--- src/rtl/rca_pkg.sv ---
// Shared definitions for the sequential ripple-carry adder controller.
//   rca_state_t : controller state encoding (IDLE / ADD / DONE)
//   DEF_SIZE    : default chunk width in bits
//   DEF_CHUNKS  : default number of chunks per operand
package rca_pkg;

    typedef enum logic [1:0] {
        IDLE = 2'd0,
        ADD  = 2'd1,
        DONE = 2'd2
    } rca_state_t;

    localparam int DEF_SIZE   = 4;
    localparam int DEF_CHUNKS = 4;

endpackage

--- src/rtl/ripple_carry_adder.sv ---
// Plain SIZE-bit ripple-carry adder built from a chain of full adders.
// Ports:
//   a, b : SIZE-bit addends
//   cin  : carry into bit 0
//   s    : SIZE-bit sum
//   co   : carry out of the most significant bit
module ripple_carry_adder #(
    parameter int SIZE = 4
) (
    input  logic [SIZE-1:0] a,
    input  logic [SIZE-1:0] b,
    input  logic            cin,
    output logic [SIZE-1:0] s,
    output logic            co
);

    logic [SIZE:0] c;

    assign c[0] = cin;

    for (genvar i = 0; i < SIZE; i++) begin : g_fa
        assign s[i]   = a[i] ^ b[i] ^ c[i];
        assign c[i+1] = (a[i] & b[i]) | (c[i] & (a[i] ^ b[i]));
    end

    assign co = c[SIZE];

endmodule

--- src/rtl/rca_seq_ctrl.sv ---
// Sequential multi-chunk adder: one shared SIZE-bit ripple-carry slice is
// reused over CHUNKS cycles to form a W = SIZE*CHUNKS bit sum.
// Ports:
//   clk, rst     : clock, synchronous active-high reset
//   start_valid  : request an addition            (in)
//   start_ready  : controller can accept a request (out)
//   A, B, Cin    : operands, captured on acceptance
//   res_valid    : S/Cout hold a finished result   (out)
//   res_ready    : consumer takes the result       (in)
//   S, Cout      : W-bit sum and final carry
//   busy         : operation in progress or result pending
//   dbg_state    : current controller state (rca_state_t encoding)
//
// Handshakes: a transfer happens on a rising edge where valid and ready are
// both high. start_ready is high only in IDLE, so a request is accepted on the
// first edge with start_valid=1 while idle; requests at other times are
// dropped, not queued. res_valid stays high with S/Cout stable until an edge
// with res_ready=1; res_ready has no effect while res_valid is low.
// Every output comes straight from a register.
module rca_seq_ctrl
    import rca_pkg::*;
#(
    parameter int SIZE   = DEF_SIZE,
    parameter int CHUNKS = DEF_CHUNKS
) (
    input  logic                 clk,
    input  logic                 rst,
    input  logic                 start_valid,
    output logic                 start_ready,
    input  logic [SIZE*CHUNKS-1:0] A,
    input  logic [SIZE*CHUNKS-1:0] B,
    input  logic                 Cin,
    output logic                 res_valid,
    input  logic                 res_ready,
    output logic [SIZE*CHUNKS-1:0] S,
    output logic                 Cout,
    output logic                 busy,
    output logic [1:0]           dbg_state
);

    localparam int W    = SIZE * CHUNKS;
    // Keep at least one index bit so CHUNKS=1 still builds.
    localparam int IDXW = (CHUNKS > 1) ? $clog2(CHUNKS) : 1;
    localparam logic [IDXW-1:0] LAST_IDX = IDXW'(CHUNKS - 1);

    rca_state_t      state;
    logic [IDXW-1:0] idx;
    logic            carry;
    logic [W-1:0]    a_reg;
    logic [W-1:0]    b_reg;
    logic [W-1:0]    s_reg;
    logic            cout_reg;

    logic [SIZE-1:0] slice_a;
    logic [SIZE-1:0] slice_b;
    logic [SIZE-1:0] slice_s;
    logic            slice_co;

    // Chunk selection for the shared slice; idx only advances in ADD.
    assign slice_a = a_reg[idx*SIZE +: SIZE];
    assign slice_b = b_reg[idx*SIZE +: SIZE];

    ripple_carry_adder #(
        .SIZE (SIZE)
    ) u_slice (
        .a   (slice_a),
        .b   (slice_b),
        .cin (carry),
        .s   (slice_s),
        .co  (slice_co)
    );

    always_ff @(posedge clk) begin
        if (rst) begin
            state       <= IDLE;
            idx         <= '0;
            carry       <= 1'b0;
            a_reg       <= '0;
            b_reg       <= '0;
            s_reg       <= '0;
            cout_reg    <= 1'b0;
            res_valid   <= 1'b0;
            busy        <= 1'b0;
            start_ready <= 1'b1;
        end else begin
            case (state)
                IDLE: begin
                    if (start_valid) begin
                        a_reg       <= A;
                        b_reg       <= B;
                        carry       <= Cin;
                        idx         <= '0;
                        state       <= ADD;
                        start_ready <= 1'b0;
                        busy        <= 1'b1;
                    end
                end
                ADD: begin
                    // Partial sum chunks land in S as they are produced.
                    s_reg[idx*SIZE +: SIZE] <= slice_s;
                    carry                   <= slice_co;
                    if (idx == LAST_IDX) begin
                        cout_reg  <= slice_co;
                        res_valid <= 1'b1;
                        state     <= DONE;
                    end else begin
                        idx <= idx + IDXW'(1);
                    end
                end
                DONE: begin
                    if (res_ready) begin
                        res_valid   <= 1'b0;
                        busy        <= 1'b0;
                        start_ready <= 1'b1;
                        state       <= IDLE;
                    end
                end
                default: begin
                    state       <= IDLE;
                    res_valid   <= 1'b0;
                    busy        <= 1'b0;
                    start_ready <= 1'b1;
                end
            endcase
        end
    end

    assign S         = s_reg;
    assign Cout      = cout_reg;
    assign dbg_state = state;

endmodule
--- config.mk ---
export PLATFORM = sky130hd
export DESIGN_NAME = rca_seq_ctrl
export DESIGN_NICKNAME = d
export VERILOG_FILES = /design/src/rtl/rca_pkg.sv /design/src/rtl/ripple_carry_adder.sv /design/src/rtl/rca_seq_ctrl.sv
export SDC_FILE = /design/constraint.sdc
export NUM_CORES = 1
export LEC_CHECK = 0
export ABC_AREA = 1
export BUFFER_PORTS_ARGS = -buffer_cell sky130_fd_sc_hd__buf_2
export CAP_MARGIN = 20
export CORE_MARGIN = 1.5
export CORE_UTILIZATION = 36
export DETAILED_ROUTE_END_ITERATION = 7
export SYNTH_ARGS = -nofsm -noshare
export SYNTH_HDL_FRONTEND = slang
export SYNTH_HIERARCHICAL = 1
export SYNTH_SLANG_ARGS = --single-unit
--- constraint.sdc ---
create_clock -name clk -period 3.9 [get_ports clk]
set_clock_uncertainty 0.15 [all_clocks]
set_input_delay 0.78 -clock clk [delete_from_list [all_inputs] [get_ports clk]]
set_output_delay 0.78 -clock clk [all_outputs]
set_load 0.02 [all_outputs]
# Yosys cells after proc, flatten, opt, wreduce, memory -nomap -nowiden
# Cells that the tools add are included.
dict set report totals {
  reg_bits 57
  latchBits 0
  ramBits 0
  mem_bits_ro 0
  input_bits 37
  output_inout_bits 22
  word_cells 72
  mem_count 0
}
dict set report classes {
  addsub 2
  multipliers 0
  div 0
  magnitude_cmp 0
  eq_ne 7
  shifts 4
  n_mux 18
  bitwise_logic 22
  reduce_logical 9
}
# op count
set op_table {}
lappend op_table {{$neg 4->34} 1}
lappend op_table {{$shift 4x34->16 const A} 1}
lappend op_table {{$shiftx 4x34->16} 1}
lappend op_table {{$shiftx 16x5->4} 2}
lappend op_table {{$bwmux 16} 1}
lappend op_table {{$reduce_and 3->1} 4}
lappend op_table {{$mux 2} 5}
lappend op_table {{$pmux 1 s3} 3}
lappend op_table {{$and 1x1->1} 8}
lappend op_table {{$ne 2x2->1 const B} 4}
lappend op_table {{$xor 1x1->1} 8}
lappend op_table {{$mux 1} 6}
lappend op_table {{$pmux 2 s3} 1}
lappend op_table {{$reduce_and 2->1} 3}
lappend op_table {{$eq 2x2->1 const B} 2}
lappend op_table {{$or 1x1->1} 4}
lappend op_table {{$pmux 2 s2} 1}
lappend op_table {{$add 2x1->2 const B} 1}
lappend op_table {{$eq 2x1->1 const B} 1}
lappend op_table {{$logic_not 2->1} 1}
lappend op_table {{$not 1->1} 2}
lappend op_table {{$pmux 1 s2} 1}
lappend op_table {{$reduce_bool 2->1} 1}

# Depth between registers and ports, before layout
dict set report logic_depth {
  word_depth 11
  ltp_mapped 17
  depth_no_buf 15
}

# Cells and area by module
# The synthesis kept the hierarchy.
# mod n_inst cells_each area_each_um2 seq_area_each_um2
set by_module_without_submodules {}
lappend by_module_without_submodules {rca_seq_ctrl 1 333 2418.6 1141.1}
lappend by_module_without_submodules {ripple_carry_adder 1 14 117.6 0.0}

# Worst setup path before layout
# Ideal clock, no wire load.
dict set report synth_timing {
  path_type {register to register}
  from {reg idx[0]}
  to {reg s_reg[15] (netlist: S[15])}
  setup_ns 0.070
  arrival_ns 2.831
  t_required_ns 3.680
  path_slack_ns 0.849
  stages_incl_launch_ff 18
  path_buffers 2
  synth_period_minus_slack_ns 3.051
  cell_sequence {dfxtp_1 > buf_2 > inv_2 > buf_2 > o21ai_0 > o22ai_1 > fa_1 > inv_1 > fa_1 > inv_1 > fa_1 > inv_1 > fa_1 > inv_1 > nand2_1 > nor2_1 > nand2_1 > a21oi_1}
}
dict set report synth_between {
  elab_chain_cells 11
  elab_cells_between_ends 23
  classes_between {add/sub: 1; shift: 4; mux: 1; bitwise: 17}
}
# item line
set synth_lines {}
lappend synth_lines {{start, declared} rca_seq_ctrl.sv:47} ;# logic [IDXW-1:0] idx;
lappend synth_lines {{start signal, assigned} rca_seq_ctrl.sv:107} ;# idx <= idx + IDXW'(1);
lappend synth_lines {{$shiftx 16x5->4 *} rca_seq_ctrl.sv:60} ;# assign slice_a = a_reg[idx*SIZE +: SIZE];
lappend synth_lines {{net slice_a[0]} rca_seq_ctrl.sv:54} ;# logic [SIZE-1:0] slice_a;
lappend synth_lines {{$xor 1x1->1} ripple_carry_adder.sv:23} ;# assign c[i+1] = (a[i] & b[i]) | (c[i] & (a[i] ^ b[i]));
lappend synth_lines {{$and 1x1->1} ripple_carry_adder.sv:23}
lappend synth_lines {{$or 1x1->1 *} ripple_carry_adder.sv:23}
lappend synth_lines {{$and 1x1->1 *} ripple_carry_adder.sv:23}
lappend synth_lines {{$or 1x1->1 *} ripple_carry_adder.sv:23}
lappend synth_lines {{$and 1x1->1 *} ripple_carry_adder.sv:23}
lappend synth_lines {{$or 1x1->1 *} ripple_carry_adder.sv:23}
lappend synth_lines {{$xor 1x1->1 *} ripple_carry_adder.sv:22} ;# assign s[i] = a[i] ^ b[i] ^ c[i];
lappend synth_lines {{net slice_s[3]} rca_seq_ctrl.sv:56} ;# logic [SIZE-1:0] slice_s;
lappend synth_lines {{$shiftx 4x34->16 *} rca_seq_ctrl.sv:100} ;# s_reg[idx*SIZE +: SIZE] <= slice_s;
lappend synth_lines {{$bwmux 16 *} rca_seq_ctrl.sv:100}
lappend synth_lines {{end signal, assigned by index} rca_seq_ctrl.sv:100}
lappend synth_lines {{end, declared} rca_seq_ctrl.sv:51} ;# logic [W-1:0] s_reg;
# Mark *: on every way through the listed nets, which the timed path passes. The rest lies on a longest branch.
# A chain may end at the register's enable or synchronous reset.

# Final worst setup path
dict set report layout_timing {
  from {reg idx[1]}
  to {reg s_reg[15] (netlist: S[15])}
}
# Same word-level chain as after synthesis.

==> run metrics <==
run status finished clean; Worst IR Drop VDD between 0.0002 and 0.00025 V; clk sink count 57; Post-Syn Area ~2500 um2; Die Area roughly 7600 um2; CTS Root Cell clkbuf_8; unrepaired setup endpoints after global routing false; setup bufs post-CTS 0; Diodes inserted 0; row count 30; final HPWL from detailed placement approximately 4100 um; Final min period ~3.3 ns; DR WL/cell roughly 11 um; CTS tree done; CTS Buf Count 9; post-synth net total between 300 and 400; Slew Limit Fails 0; clk buf depth 2; Clk pin slew, worst setup/hold paths 0.06 ns; CP Launch Type register; Core ar. approximately 6800 um2; GP Congestion 0.7791; worst path cell trace inv_1, o21ai_0, o22ai_1, fa_1, inv_1, fa_1, inv_1, fa_1, inv_1, fa_1, inv_1, nand2_1, nor2_1, nand2_1, a21oi_1; Via-to-Cell Ratio about 4.6; Syn Area/Cell 7.309 um2; Yosys warning total 6; Final period util 0.8478; synth unique cells 21; initial antenna violation count 0; drt pass-1 iters 4; Overall Global Routing Usage 0.1606; crit end category register; Buffers on Ports 58; DRC errors left 0; H-tree lvl count 3; crit path DAT approximately 3.4 ns; CP max FO 13; Crit path top cell by count inv_1; DRT antenna net count 0; largest net degree at the start of global routing 37; FMAX between 0.3 and 0.4 GHz; top cells by area, synth dfxtp_1 45%, nor2_1 13%, o21ai_0 11%; routed via count between 2k and 2.5k; Clk Latency, worst-skew pair about 0.34 ns; Worst Hold Class register to register; vias in the first global route 2,118; Setup TNS Final 0 ns; Rel. slew slack 0.4351; final number of hold-violating endpoints 0; Worst Tran Pin Value 0.8464 ns; Yosys reg bits between 50 and 60; CP max-delay cell dfxtp_1; first-pass GRT wire length 9390 um; Remaining Overflow, GRT 0; Syn-to-layout area delta 22.15%; hold buffers post-CTS 0; Initial Util 0.3733; Die Wd 86.94 um; post-CTS sizing 0; number of max-cap violations 0; Die Ht just under 90 um; initial DRC count 107; post-synth top area cell dfxtp_1; share of post-route cells with drive strength above 1 0.2094; Crit path largest cell delay roughly 0.56 ns; Routed WL approximately 5600 um; Synth top area share 0.4499; sequential area share after synthesis 0.4499; Final setup viols 0; Static Leak 1.392 nW; Final Total Pwr 1.519 mW; critical path class register to register; Worst Path Required 4.01 ns; Layout Nets 448; pwr dens 490.4 nW/um2; Gate Count Post-Synth 347; IO Pins roughly 60
## critical path: cells and delay by family, from the launching register on
family                   cells  cell delay, ns
AND/OR/NAND/NOR              3            0.26
flip-flops                   1            0.56
AO/OA/AOI/OAI                3            0.39
buffers and inverters        5            0.55
adder cells (fa/ha/maj)      4            1.33
## where the power goes
group / total (mW) / leakage [nW] / switching [mW] / internal [mW]
sequential: 0.647 / 0.468 / 0.0265 / 0.621
combinational: 0.248 / 0.808 / 0.158 / 0.0895
clock: 0.624 / 0.115 / 0.232 / 0.392
## through the flow
step	util	worst slack (ns)	cell area (um2)	hold slack (ns)	std cells
global route	0.4560	0.2878	3098	0.3292	502
floorplan	-	0.8486	2536	0.2989	347
CTS	0.4560	0.6050	3098	0.3116	502
detailed placement	0.4223	0.6280	2869	0.3025	486
finish	0.4560	0.5936	3098	0.3114	502
global placement	0.4223	0.7322	2869	0.2885	486
## cell families after synthesis
group | after synthesis | synth area share
AOI/OAI and AO/OA | 84 | 0.1702
adders and majority gates | 10 | 0.06117
DFF | 57 | 0.4499
buffers and inverters | 42 | 0.07203
and+or+nand+nor | 154 | 0.2467
## layout make-up
type,count,area [um2]
clock buffer,11,151.4
timing repair buffer,59,297.8
inverter,26,97.59
fill,721,3696
multi-input combinational,248,1212
tap,96,120.1
sequential,57,1141
clock inverter,5,77.57
## cell usage after synthesis
cell type / instances
buf_4: 1
inv_1: 23
nand3b_1: 1
nor2_1: 88
a21oi_1: 21
nor2_4: 3
nand2_1: 53
buf_2: 4
o22ai_1: 8
a31oi_1: 1
nand2_4: 1
dfxtp_1: 57
buf_6: 2
o21ai_0: 54
ha_1: 6
clkbuf_1: 8
clkbuf_2: 1
nor2_2: 3
fa_1: 4
inv_2: 3
nand3_1: 5
## final timing paths
kind                       start                 end  slack [ns]  cells after the start
max          idx[1]$_SDFFE_PP0P_  S[15]$_SDFFE_PP0P_        0.59                     15
min reg2reg    S[4]$_SDFFE_PP0P_   S[4]$_SDFFE_PP0P_        0.31                      2
min            S[4]$_SDFFE_PP0P_   S[4]$_SDFFE_PP0P_        0.31                      2
max reg2reg  idx[1]$_SDFFE_PP0P_  S[15]$_SDFFE_PP0P_        0.59                     15
## placed cells by master, fill, tap and decap left out
cell        netlist  routed
nor2_1           88      88
buf_2             4      58
dfxtp_1          57      57
o21ai_0          54      54
nand2_1          53      53
inv_1            23      23
a21oi_1          21      21
clkbuf_8          0      11
o22ai_1           8       8
ha_1              6       6
nand3_1           5       5
fa_1              4       4
inv_2             3       3
nor2_4            3       3
nor2_2            3       3
clkinv_2          0       2
bufinv_16         0       2
nand2_4           1       1
nand3b_1          1       1
a31oi_1           1       1
clkinvlp_4        0       1
buf_4             1       1
## metal layers
| layer | track usage | wire [um] |
|---|---|---|
| met5 | 0 | 0 |
| met4 | 0.05718 | 95 |
| met3 | 0.06351 | 351 |
| met2 | 0.2537 | 2497 |
| met1 | 0.1983 | 2651 |
Note: power is estimated with default switching activity, not from simulation.
